File: config.mk
export PLATFORM = sky130hd
export DESIGN_NAME = ccsds123_image_arbiter
export DESIGN_NICKNAME = d
export VERILOG_FILES = /design/src/rtl/ccsds123_image_arbiter.sv
export SDC_FILE = /design/constraint.sdc
export NUM_CORES = 1
export LEC_CHECK = 0
export ABC_AREA = 1
export ABC_CLOCK_PERIOD_IN_PS = 1850
export BUFFER_PORTS_ARGS = -buffer_cell sky130_fd_sc_hd__buf_2
export CAP_MARGIN = 0
export CORE_ASPECT_RATIO = 1.2
export CORE_UTILIZATION = 47
export CTS_CLUSTER_DIAMETER = 200
export DETAILED_ROUTE_END_ITERATION = 8
export GPL_TIMING_DRIVEN = 0
export MAX_ROUTING_LAYER = met4
export PLACE_DENSITY = 0.92
export SLEW_MARGIN = 15
export SYNTH_ARGS = -nofsm -noshare
export SYNTH_HDL_FRONTEND = slang
export SYNTH_SLANG_ARGS = --single-unit
File: constraint.sdc
create_clock -name clk -period 1.85 [get_ports clk]
set_input_delay 0.2775 -clock clk [delete_from_list [all_inputs] [get_ports clk]]
set_output_delay 0.2775 -clock clk [all_outputs]
set_load 0.02 [all_outputs]
File: src/rtl/ccsds123_image_arbiter.sv
// Round-robin, whole-image arbiter feeding one shared CCSDS-123 compressor; zero-latency datapath.
// Backpressure passes straight through to the granted source; all others see tready=0 until the image drains.
module ccsds123_image_arbiter #(
    parameter int N_SRC     = 4,
    parameter int PIPELINES = 1,
    parameter int D         = 16,
    parameter int NX        = 4,
    parameter int NY        = 2,
    parameter int NZ        = 2
) (
    input  logic                         clk,
    input  logic                         areset,
    input  logic [N_SRC*PIPELINES*D-1:0] s_axis_tdata,
    input  logic [N_SRC-1:0]             s_axis_tvalid,
    output logic [N_SRC-1:0]             s_axis_tready,
    output logic [PIPELINES*D-1:0]       m_axis_tdata,
    output logic                         m_axis_tvalid,
    input  logic                         m_axis_tready,
    output logic                         m_axis_tlast,
    input  logic                         c_tvalid,
    input  logic                         c_tready,
    input  logic                         c_tlast,
    output logic [$clog2(N_SRC)-1:0]     out_src_id,
    output logic                         busy,
    output logic [15:0]                  images_done,
    output logic                         err
);

    localparam int BEATS = (NX*NY*NZ + PIPELINES - 1) / PIPELINES;
    localparam int CW    = $clog2(BEATS + 1);
    localparam int SW    = $clog2(N_SRC);
    localparam int W     = PIPELINES * D;

    typedef enum logic [1:0] {IDLE, STREAM, DRAIN} state_t;

    state_t          state;
    logic [SW-1:0]   grant;
    logic [SW-1:0]   ptr;
    logic [SW-1:0]   pick;
    logic [SW-1:0]   next_ptr;
    logic [SW:0]     idx;
    logic            any_req;
    logic [CW-1:0]   cnt;
    logic            beat;
    logic            c_done;
    logic            last_beat;

    // Scan from the highest offset down so the request closest to ptr is the one left in pick.
    always_comb begin
        pick    = ptr;
        any_req = 1'b0;
        idx     = '0;
        for (int i = N_SRC - 1; i >= 0; i--) begin
            idx = {1'b0, ptr} + (SW+1)'(i);
            if (idx >= (SW+1)'(N_SRC))
                idx = idx - (SW+1)'(N_SRC);
            if (s_axis_tvalid[idx[SW-1:0]]) begin
                pick    = idx[SW-1:0];
                any_req = 1'b1;
            end
        end
    end

    always_comb begin
        m_axis_tdata  = '0;
        m_axis_tvalid = 1'b0;
        s_axis_tready = '0;
        if (state == STREAM) begin
            m_axis_tdata         = s_axis_tdata[grant*W +: W];
            m_axis_tvalid        = s_axis_tvalid[grant];
            s_axis_tready[grant] = m_axis_tready;
        end
    end

    assign last_beat    = (cnt == CW'(BEATS - 1));
    assign m_axis_tlast = (state == STREAM) && last_beat;
    assign beat         = m_axis_tvalid & m_axis_tready;
    assign c_done       = c_tvalid & c_tready & c_tlast;
    assign next_ptr     = (grant == SW'(N_SRC - 1)) ? '0 : grant + 1'b1;
    assign out_src_id   = grant;

    always_ff @(posedge clk or posedge areset) begin
        if (areset) begin
            state       <= IDLE;
            grant       <= '0;
            ptr         <= '0;
            cnt         <= '0;
            busy        <= 1'b0;
            images_done <= '0;
            err         <= 1'b0;
        end else begin
            // Compressor finishing an image we never fed it means its state is out of step with ours.
            if (c_done && state != DRAIN)
                err <= 1'b1;
            case (state)
                IDLE: begin
                    if (any_req) begin
                        grant <= pick;
                        cnt   <= '0;
                        state <= STREAM;
                        busy  <= 1'b1;
                    end
                end
                STREAM: begin
                    if (beat) begin
                        cnt <= cnt + 1'b1;
                        if (last_beat)
                            state <= DRAIN;
                    end
                end
                DRAIN: begin
                    if (c_done) begin
                        images_done <= images_done + 16'd1;
                        ptr         <= next_ptr;
                        state       <= IDLE;
                        busy        <= 1'b0;
                    end
                end
                default: begin
                    state <= IDLE;
                    busy  <= 1'b0;
                end
            endcase
        end
    end

endmodule

==> Yosys cells after proc, flatten, opt, wreduce, memory -nomap -nowiden <==
Index checks and enable logic that the tools add are counted.
{ "totals": {"regBits": 29, "inputBits": 74, "output_inout_bits": 42, "wordCells": 91} }
{ "classes": {"add_sub_neg": 10, "n_lt_le_gt_ge": 10, "eq_ne": 9, "shift": 1, "mux": 39, "bitwise_logic": 5, "reduce_logical": 10} }
{ "op_table": {"columns": ["operator", "count"], "rows": [
  ["indexed part select 64 x 7 -> 16 bit", 1],
  ["two-way mux 2 bit", 13],
  ["adder 16 x 1 -> 16 bit (second input constant)", 1],
  ["two-way mux 16 bit", 1],
  ["less-than comparator 2 x 3 -> 1 bit (second input constant)", 5],
  ["two-way mux 1 bit", 13],
  ["binary-select mux 1 bit (select 2 bit)", 5],
  ["two-way mux 5 bit", 2],
  ["!= test 2 bit (second input constant)", 5],
  ["case mux 5 bit (2 select lines)", 1],
  [">= comparator 3 bit (second input constant)", 3],
  ["subtractor 2 x 1 -> 2 bit (second input constant)", 4],
  ["adder 2 x 2 -> 3 bit (second input constant)", 2],
  ["case mux 2 bit (3 select lines)", 1],
  ["AND reduction 3 bit", 2],
  ["adder 5 x 1 -> 5 bit (second input constant)", 1],
  ["equality test 5 x 4 -> 1 bit (second input constant)", 1],
  ["AND 4 bit", 1],
  ["equality test 2 bit (second input constant)", 2],
  ["two-way mux 4 bit", 1],
  ["AND reduction 2 bit", 2],
  ["AND reduction 4 bit", 1],
  ["adder 2 x 1 -> 3 bit (second input constant)", 1],
  ["AND 1 bit", 3],
  ["10 further kinds", 12]
]} }

==> Depth between registers and ports, before layout <==
Gate-level depths: netlist of run 1.
{ "depth": {"word_depth": 11, "mapped_depth": 11, "mapped_depth_nobuf": 10} }

==> Worst setup path after synthesis of run 1 <==
Ideal clock, no wire load.
{ "synth_timing": {"path_type": "register to output", "from": "reg grant[0], in the netlist out_src_id[0]", "to": "out s_axis_tready[0]", "arrival_ns": 1.483, "required_ns": 1.572, "slack_ns": 0.089, "stages_incl_launch_ff": 7, "path_buffers": 2, "path_cell_list": "dfrtp_1 -> buf_6 -> clkinv_2 -> clkbuf_1 -> ha_1 -> nand2_1 -> nor2_1"} }
{ "synth_via": {"elab_chain_len": 6, "elab_cells_between_ends": 7, "classes_between": "2 x order compare; 3 x mux; 1 x bitwise; 1 x reduce/logical"} }
{ "synth_rtl": {"columns": ["element", "line_no", "text"], "rows": [
  ["start: declaration", "37", "logic [SW-1:0] grant;"],
  ["start signal: assignment", "98", "grant <= pick;"],
  ["less-than comparator 2 x 3 -> 1 bit (implied by the code) / >= comparator 2 x 1 -> 1 bit (equally long branches)", "71", "s_axis_tready[grant] = m_axis_tready;"],
  ["logical AND 1 bit (implied by the code)", "71", null],
  ["two-way mux 1 bit (implied by the code)", "71", null],
  ["demux 1 bit (select 2 bit) (*)", "71", null],
  ["AND 4 bit (no line) (*)", null, null],
  ["two-way mux 4 bit (*)", "68", "if (state == STREAM) begin"],
  ["end: declaration", "15", "output logic [N_SRC-1:0] s_axis_tready,"]
]} }
Mark *: on every way between the ends. The rest lies on a longest branch, timed or not.

==> Final worst setup path of run 1 <==
{ "layout_timing": {"from": "reg grant[1], in the netlist out_src_id[1]", "to": "out m_axis_tdata[14]"} }
{ "layout_via": {"elab_chain_len": 2} }
{ "layout_rtl": {"columns": ["element", "line_no", "text"], "rows": [
  ["indexed part select 64 x 7 -> 16 bit", "69", "m_axis_tdata = s_axis_tdata[grant*W +: W];"],
  ["two-way mux 16 bit", "68", null],
  ["end: declaration", "16", "output logic [PIPELINES*D-1:0] m_axis_tdata,"]
]} }
Every way passes these cells.

==> flow_metrics.env, run 1 <==
export IMPL_clkLatencyLatePin_ps=280
export IMPL_io_pins=116
export IMPL_power_leakage_nw=1.842
export IMPL_period_minus_slack_ps=1920
export IMPL_synth_edf_count=0
export IMPL_final_nets=574
export IMPL_antenna_cells=0
export IMPL_dr_pass1_iters=5
export IMPL_clk_pin_slew_ps=60
export IMPL_synth_area_per_cell_sq_um=6.564
export IMPL_rows=28
export IMPL_cts_hold_buf=0
export IMPL_end_kind="output port"
export IMPL_crit_slowest_cell="dfrtp_1"
export IMPL_start_util=0.4844
export IMPL_cts_sinks=29
export IMPL_slew_headroom=0.6002
export IMPL_grt_start_max_net_pins=30
export IMPL_grt_setup_unrepaired="yes"
export IMPL_critical_path_buf_inv_count=4
export IMPL_cts_root_buffer="clkbuf_8"
export IMPL_grt_pass1_vias=2566
export IMPL_path_class="flip-flop to output port"
export IMPL_fillers=402
export IMPL_cts_buffer_depth=2
export IMPL_yosysTopAreaCell="dfrtp_1"
export IMPL_cts_made_buffers=5
export IMPL_multiInputGateArea_sq_um=1526
export IMPL_max_freq_mhz=520.8
export IMPL_cts_tree="done"
export IMPL_crit_chain="buf_6 -> inv_8 -> clkbuf_16 -> nor2_1 -> o21ai_0 -> a21oi_1 -> buf_4"
export IMPL_dr_total_vias=2999
export IMPL_irDropWorstVdd_mv=0.7498
export IMPL_report_power_total_mw=5.198
export IMPL_ff_latch_area_sq_um=725.7
export IMPL_die_area_sq_um=5345
export IMPL_io_buffers=115
export IMPL_totalNegativeSetupSlack_ps=-71.64
export IMPL_track_usage=0.2853
export IMPL_clock_skew_ps=7.419
export IMPL_whs_ps=60.87
export IMPL_syn_nets=443
export IMPL_drv_slew=0
export IMPL_synth_top_area_frac=0.3054
export IMPL_hold_class="input port to async pin"
export IMPL_die_h_um=79.89
export IMPL_finalCritPeriodShare=1.038
export IMPL_viasPerCell=5.423
export IMPL_outcome="complete, but fails checks"
export IMPL_violations="negative setup slack"
export IMPL_syn2layout_area_growth_pct=42.97
export IMPL_grt_pass1_wl_um=11340
export IMPL_yosysWarningCount=0
export IMPL_drt_wirelength_per_cell_um=14.13
export IMPL_stdcell_area_sq_um=3397
export IMPL_fin_ws_ps=-70.05
export IMPL_drc_errors=0
export IMPL_worstPathArrival_ps=1640
export IMPL_die_w_um=66.91
export IMPL_fp_coreArea_sq_um=4905
export IMPL_tightest_slew_ps=598.8
export IMPL_drtIter0Drc=164
export IMPL_cellPowerDensity_nw_per_um2=1530
export IMPL_overflow=0
export IMPL_routed_wl_um=7812
export IMPL_ctsHtreeMaxLevel=2
export IMPL_cpLargestDelayFamily="buffers and inverters"
export IMPL_critPathMaxFanout=10
export IMPL_worstSetupStartpointType="flip-flop"
export IMPL_ant_nets=0
export IMPL_placed_area_sq_um=3027
export IMPL_yosysSeqAreaShare=0.3054
export IMPL_ys_flop_type="dfrtp_1"
export IMPL_antenna_found_initial=0
export IMPL_setup_viol=2
export IMPL_yosys_top_cells_area="dfrtp_1 (31%), nor2_1 (14%), nand2_1 (12%)"
export IMPL_async_flop_share=1.000
export IMPL_drive_above_1_share=0.3692
export IMPL_synthCells=362
export IMPL_final_util=0.6926
export IMPL_slowest_delay_ps=420
export IMPL_hold_viol=0
export IMPL_gp_congestion=1.008
export IMPL_ys_seq_elements=29
export IMPL_synth_distinct_cells=35
export IMPL_dp_hpwl_um=5388
export IMPL_worstPathRequired_ps=1570
export IMPL_synth_area_sq_um=2376
export IMPL_cap_violations=0
-- power breakdown --
part           switching, mW  internal, mW
Sequential             0.156         0.788
Clock                  0.233         0.294
Combinational           2.25          1.48
Total                   2.64          2.56
-- sequential cells by signal, summed over array words and instances (netlist names) --
name         count
images_done     16
cnt              5
out_src_id       2
ptr              2
state            2
busy             1
err              1
-- cells in the final DEF (no fill, tap or decap), types with 3 or more instances in the layout --
master	Yosys	layout
xnor2_1	7	7
buf_2	5	101
nor2_4	1	5
nand3_1	21	21
buf_6	2	9
buf_8	0	3
xor2_1	8	8
o21ai_0	38	28
nand2_2	4	5
buf_4	1	22
a21oi_2	0	3
nor2_1	86	76
a21oi_1	18	15
inv_1	23	22
clkbuf_8	0	7
dfrtp_1	29	29
nand2_1	74	73
o21ai_1	3	12
nand4_1	5	5
nor2_2	4	10
inv_2	3	3
ha_1	7	7
-- synth_stat cells (all sizes together) (4+ instances only) --
cell / number
nand3: 22
xnor2: 7
nand2: 80
buf: 10
dfrtp: 29
a21oi: 18
nor2: 92
clkbuf: 4
nand4: 6
o21ai: 42
inv: 27
ha: 7
xor2: 8
-- worst paths after layout --
kind / startpoint / end / slack [ps] / cells after the start
worst max-delay path: out_src_id[1] / m_axis_tdata[14] / -70 / 7
worst min-delay path: areset / cnt[2] / 60 / 2
worst max register to register: images_done[0] / images_done[12] / 320 / 7
worst min register to register: err / err / 470 / 1
max in group asynchronous: areset / busy / 1390 / 2
min in group clk: c_tready / err / 370 / 3
-- cells by family after synthesis --
family,count (synthesis),synth area share
fa+ha+maj,7,0.03686
compound gates,63,0.1369
simple gates,205,0.3823
xor+xnor,15,0.05529
mux,1,0.004739
buf+inv,42,0.07846
flops,29,0.3054
-- timing repair --
item / CTS / global route
cloned: 0 / 2
buffers inserted: 2 / 5
setup endpoints to repair: 21 / 20
gates resized for setup: 29 / 53
pin swaps: 1 / 10
-- worst reg2reg max path: stages, from the launching register on --
cell and delay, ps:
dfrtp_1 470, ha_1 240, nand2_1 80, nor2_2 150, nand2_2 100, nor2_4 120
nand3b_1 100, xor2_1 150
-- cell type report --
cell class	count	share of cell area
clock buffers	7	0.02541
repair buffers	124	0.2085
plain buffers	14	0.04567
multi-input cells	291	0.4494
flip-flops and latches	29	0.2136
inverters	28	0.03536
well taps	60	0.02210
-- through the flow --
| stage | std cells | worst slack [ps] |
|---|---|---|
| 3_3_place_gp | 537 | 29.03 |
| 3_5_place_dp | 537 | 9.618 |
| 2_1_floorplan | 362 | 89.16 |
| 6_report | 553 | -70.05 |
| 5_1_grt | 553 | -137.4 |
| 4_1_cts | 546 | -1.426 |
-- metal layers --
layer  global-route usage  routed length [um]  up-vias
li1                     -                   -     1425
met1               0.2998                2905     1375
met2               0.4879                3985      163
met3              0.06571                 621       36
met4               0.1511                 300        0
met5                    -                   0        -
Note: power is estimated with default switching activity, not from simulation.
==> inputs of run 2 (changes only) <==
BUFFER_PORTS_ARGS = -buffer_cell sky130_fd_sc_hd__buf_4   (was -buffer_cell sky130_fd_sc_hd__buf_2)
SLEW_MARGIN = 0   (was 15)
==> run 2 against run 1 <==
Effect of this change:
- the run still ends with negative setup slack left
- design area is 9.0% higher
- setup slack lost 87 ps
- hold slack improved by 210 ps
- global-route usage grew 3.1 points
- sequential power is 1% higher
- flip-flop and latch count is the same
- critical endpoint is now m_axis_tdata[13]
==> flow_metrics.env, run 2 (same netlist as run 1, synthesis figures left out) <==
export IMPL_rows=28
export IMPL_cellPowerDensity_nw_per_um2=1514
export IMPL_drt_wirelength_per_cell_um=16.65
export IMPL_slew_headroom=0.2665
export IMPL_setup_viol=6
export IMPL_cts_sinks=29
export IMPL_drive_above_1_share=0.3742
export IMPL_worst_r2r_cell_count=7
export IMPL_cts_tree="done"
export IMPL_grt_pass1_wl_um=12490
export IMPL_crit_chain="buf_6 -> buf_6 -> nor2_1 -> nor2_1 -> o21ai_1 -> a21oi_1 -> buf_4"
export IMPL_r2r_slack_ps=340
export IMPL_multiInputGateArea_sq_um=1534
export IMPL_worstPathRequired_ps=1570
export IMPL_report_power_total_mw=5.603
export IMPL_path_class="flip-flop to output port"
export IMPL_fp_coreArea_sq_um=4905
export IMPL_clkLatencyLatePin_ps=290
export IMPL_ctsHtreeMaxLevel=2
export IMPL_hold_class="input port to async pin"
export IMPL_tightest_slew_ps=1099
export IMPL_fin_ws_ps=-157.1
export IMPL_slowest_delay_ps=360
export IMPL_die_w_um=66.91
export IMPL_worstSetupStartpoint="out_src_id[0]"
export IMPL_cap_violations=0
export IMPL_start_util=0.4844
export IMPL_layout_common_cells="buf_4 (126), nor2_1 (77), nand2_1 (73)"
export IMPL_drv_slew=0
export IMPL_crit_path_end="m_axis_tdata[13]"
export IMPL_dr_total_vias=3188
export IMPL_layout_commonest_cell="buf_4"
export IMPL_drc_errors=0
export IMPL_io_buffers=115
export IMPL_place_inst=537
export IMPL_hold_viol=0
export IMPL_cts_hold_buf=0
export IMPL_antenna_cells=0
export IMPL_gp_congestion=0.9283
export IMPL_ff_latch_area_sq_um=725.7
export IMPL_ant_nets=0
export IMPL_syn2layout_area_growth_pct=55.77
export IMPL_dp_hpwl_um=5874
export IMPL_io_pins=116
export IMPL_finalCritPeriodShare=1.085
export IMPL_critPathMaxFanout=10
export IMPL_reg_largest_list="images_done: 16 flops, cnt: 5 flops"
export IMPL_worstSetupStartpointType="flip-flop"
export IMPL_period_minus_slack_ps=2007
export IMPL_clk_pin_slew_ps=60
export IMPL_violations="negative setup slack"
export IMPL_track_usage=0.3162
export IMPL_crit_slowest_cell="dfrtp_1"
export IMPL_reg2reg_to="images_done[12]"
export IMPL_outcome="complete, but fails checks"
export IMPL_dr_pass1_iters=6
export IMPL_cts_made_buffers=5
export IMPL_r2r_start="images_done[0]"
export IMPL_grt_start_max_net_pins=30
export IMPL_final_util=0.7546
export IMPL_max_freq_mhz=498.2
export IMPL_die_h_um=79.89
export IMPL_die_area_sq_um=5345
export IMPL_cts_buffer_depth=2
export IMPL_top_register="images_done"
export IMPL_power_leakage_nw=1.943
export IMPL_antenna_found_initial=0
export IMPL_final_nets=578
export IMPL_drtIter0Drc=246
export IMPL_fillers=354
export IMPL_grt_setup_unrepaired="yes"
export IMPL_end_kind="output port"
export IMPL_whs_ps=269.6
export IMPL_viasPerCell=5.724
export IMPL_worstPathArrival_ps=1730
export IMPL_overflow=0
export IMPL_largest_reg_flops=16
export IMPL_clock_skew_ps=3.040
export IMPL_routed_wl_um=9276
export IMPL_instances_no_fill=557
export IMPL_dp_slack_ps=3.978
export IMPL_irDropWorstVdd_mv=0.9969
export IMPL_cts_root_buffer="clkbuf_8"
export IMPL_grt_pass1_vias=2847
run 2: how the worst min path moves through the flow:
stage          depth (start not counted)  slack (ps)    from     end
2_1_floorplan                          1         360  areset    busy
3_3_place_gp                           1         460     err     err
3_5_place_dp                           2         490    busy    busy
4_1_cts                                2         310  areset  cnt[2]
5_1_grt                                2         370  areset  cnt[0]
6_report                               2         270  areset  cnt[1]
run 2: final cells by class:
class                      count  share of cell area
timing repair buffer         128              0.2691
multi-input combinational    291              0.4145
tap                           60             0.02028
inverter                      28             0.03245
buffer                        14             0.04429
sequential                    29              0.1961
clock buffer                   7             0.02333
run 2: layer usage:
layer / GRT usage / vias up / part of all wire
li1: - / 1436 / -
met1: 0.3170 / 1490 / 0.35
met2: 0.5505 / 208 / 0.51
met3: 0.08143 / 54 / 0.094
met4: 0.1702 / 0 / 0.054
met5: - / - / 0
run 2: repair_timing:
item,in CTS,in global routing
gates cloned,0,2
pin swaps,0,8
gates resized for setup,25,47
buffers inserted,2,9
endpoints found under the hold margin,0,0
endpoints found under the setup margin,21,20
run 2: power by group:
part / internal (mW) / switching [mW] / total [mW]
clock network: 0.295 / 0.250 / 0.545
registers: 0.788 / 0.167 / 0.956
logic: 1.71 / 2.39 / 4.10
run 2: worst max-delay path: cells and delay by family (launching register included):
kind                   cells  cell delay (ps)
buffers and inverters      3              490
DFF                        1              360
AOI/OAI and AO/OA          2              290
and+or+nand+nor            2              280
run 2: stage by stage:
stage	instance area, sq um	TNS, ps
CTS	3477	0
finish	3701	-325.0
global route	3701	-1578
detailed placement	3314	0
global placement	3314	0
floorplan	2376	0
==> inputs of run 3 (changes only) <==
CORE_ASPECT_RATIO = not set   (was 1.2)
CORE_MARGIN = 1   (was not set)
PLACE_DENSITY = 0.93   (was 0.92)
==> run 3 against run 2 <==
Effect of this change:
- the flow now finishes without violations
- setup slack improved by 170 ps
- combinational power is 11% lower
- core utilization shrank 1.4 points
- first-iteration DRC count is 31% lower
- sequential share of layout area rose by 0.86 points
- largest cell class unchanged
- die area barely moved
- final cell count decreased by 0.18%
- highest routed layer unchanged
- sequential power shrank 1%
- power fell by 9.9%
- clock skew is essentially flat
==> flow_metrics.env, run 3 (same netlist as run 1, synthesis figures left out) <==
export IMPL_outcome="finished clean"
export IMPL_tightest_slew_ps=1106
export IMPL_max_freq_mhz=545.5
export IMPL_routed_wl_um=7655
export IMPL_totalNegativeSetupSlack_ps=0
export IMPL_largest_reg_flops=16
export IMPL_drv_slew=0
export IMPL_final_util=0.7409
export IMPL_worstSetupStartpointType="flip-flop"
export IMPL_whs_ps=285.6
export IMPL_critPathMaxFanout=10
export IMPL_ant_nets=0
export IMPL_io_buffers=115
export IMPL_drive_above_1_share=0.3415
export IMPL_dr_pass1_iters=6
export IMPL_rows=25
export IMPL_irDropWorstVdd_mv=1.016
export IMPL_dr_total_vias=2901
export IMPL_report_power_total_mw=5.047
export IMPL_ff_latch_area_sq_um=725.7
export IMPL_stdcell_area_sq_um=3546
export IMPL_slew_headroom=0.2617
export IMPL_dp_hpwl_um=5627
export IMPL_dp_slack_ps=21.23
export IMPL_gp_congestion=0.9841
export IMPL_slowest_delay_ps=370
export IMPL_cts_made_buffers=5
export IMPL_setup_viol=0
export IMPL_top_register="images_done"
export IMPL_syn2layout_area_growth_pct=49.24
export IMPL_final_nets=571
export IMPL_clkLatencyLatePin_ps=280
export IMPL_cts_root_buffer="clkbuf_8"
export IMPL_end_kind="output port"
export IMPL_grt_start_max_net_pins=30
export IMPL_layout_common_cells="buf_4 (122), nor2_1 (83), nand2_1 (74)"
export IMPL_hold_viol=0
export IMPL_die_h_um=73.10
export IMPL_clk_pin_slew_ps=60
export IMPL_cpLargestDelayFamily="buffers and inverters"
export IMPL_hold_class="input port to async pin"
export IMPL_cts_buffer_depth=2
export IMPL_io_pins=116
export IMPL_multiInputGateArea_sq_um=1480
export IMPL_crit_slowest_cell="dfrtp_1"
export IMPL_overflow=0
export IMPL_drc_errors=0
export IMPL_cts_tree="done"
export IMPL_critical_path_buf_inv_count=3
export IMPL_track_usage=0.2776
export IMPL_path_class="flip-flop to output port"
export IMPL_grt_setup_unrepaired="yes"
export IMPL_antenna_found_initial=0
export IMPL_instances_no_fill=556
export IMPL_place_inst=544
export IMPL_crit_chain="buf_6 -> buf_6 -> nor2_1 -> nor2_1 -> o21ai_1 -> a21oi_2 -> buf_4"
export IMPL_clock_skew_ps=2.772
export IMPL_cellPowerDensity_nw_per_um2=1423
export IMPL_drtIter0Drc=169
export IMPL_period_minus_slack_ps=1833
export IMPL_die_w_um=73.10
export IMPL_start_util=0.4965
export IMPL_fin_ws_ps=16.96
export IMPL_worstPathRequired_ps=1570
export IMPL_drt_wirelength_per_cell_um=13.77
export IMPL_fillers=343
export IMPL_die_area_sq_um=5344
export IMPL_finalCritPeriodShare=0.9908
export IMPL_reg_largest_list="images_done: 16 flops, cnt: 5 flops"
export IMPL_antenna_cells=0
export IMPL_fp_coreArea_sq_um=4786
export IMPL_grt_pass1_vias=2494
export IMPL_ctsHtreeMaxLevel=2
export IMPL_cap_violations=0
export IMPL_placed_area_sq_um=3323
export IMPL_viasPerCell=5.218
export IMPL_worstPathArrival_ps=1560
export IMPL_layout_commonest_cell="buf_4"
export IMPL_power_leakage_nw=1.884
export IMPL_grt_pass1_wl_um=11180
export IMPL_cts_sinks=29
run 3: power by group:
| group | total [mW] | internal [mW] | switching [mW] |
|---|---|---|---|
| clock | 0.472 | 0.246 | 0.225 |
| sequential | 0.946 | 0.789 | 0.157 |
| combinational | 3.63 | 1.49 | 2.14 |
run 3: final cells by class:
| class | instances | area share |
|---|---|---|
| clock inverter | 1 | 0.001411 |
| multi-input combinational | 291 | 0.4174 |
| inverter | 28 | 0.03387 |
| buffer | 14 | 0.04340 |
| tap | 67 | 0.02364 |
| clock buffer | 5 | 0.01941 |
| timing repair buffer | 121 | 0.2562 |
| sequential | 29 | 0.2047 |
run 3: repair_timing:
action	in CTS	in global routing
buffers inserted	3	3
pin swaps	2	5
hold buffers	0	0
endpoints found under the setup margin	21	16
resized for setup	24	21
run 3: worst paths after layout:
path	start	end	slack, ps	cells after the start
min reg2reg	err	err	490	1
max	out_src_id[0]	m_axis_tdata[6]	20	7
min in group clk	c_tready	err	370	3
max in group asynchronous	areset	images_done[9]	900	2
min	areset	err	290	2
max reg2reg	state[1]	cnt[1]	280	7
run 3: routing by layer:
layer / routed length, um / part of all wire / vias to the layer above / GRT usage
li1: - / - / 1422 / -
met1: 3004 / 0.39 / 1316 / 0.3179
met2: 3895 / 0.51 / 135 / 0.4815
met3: 569 / 0.074 / 28 / 0.06630
met4: 187 / 0.024 / 0 / 0.07843
met5: 0 / 0 / - / -
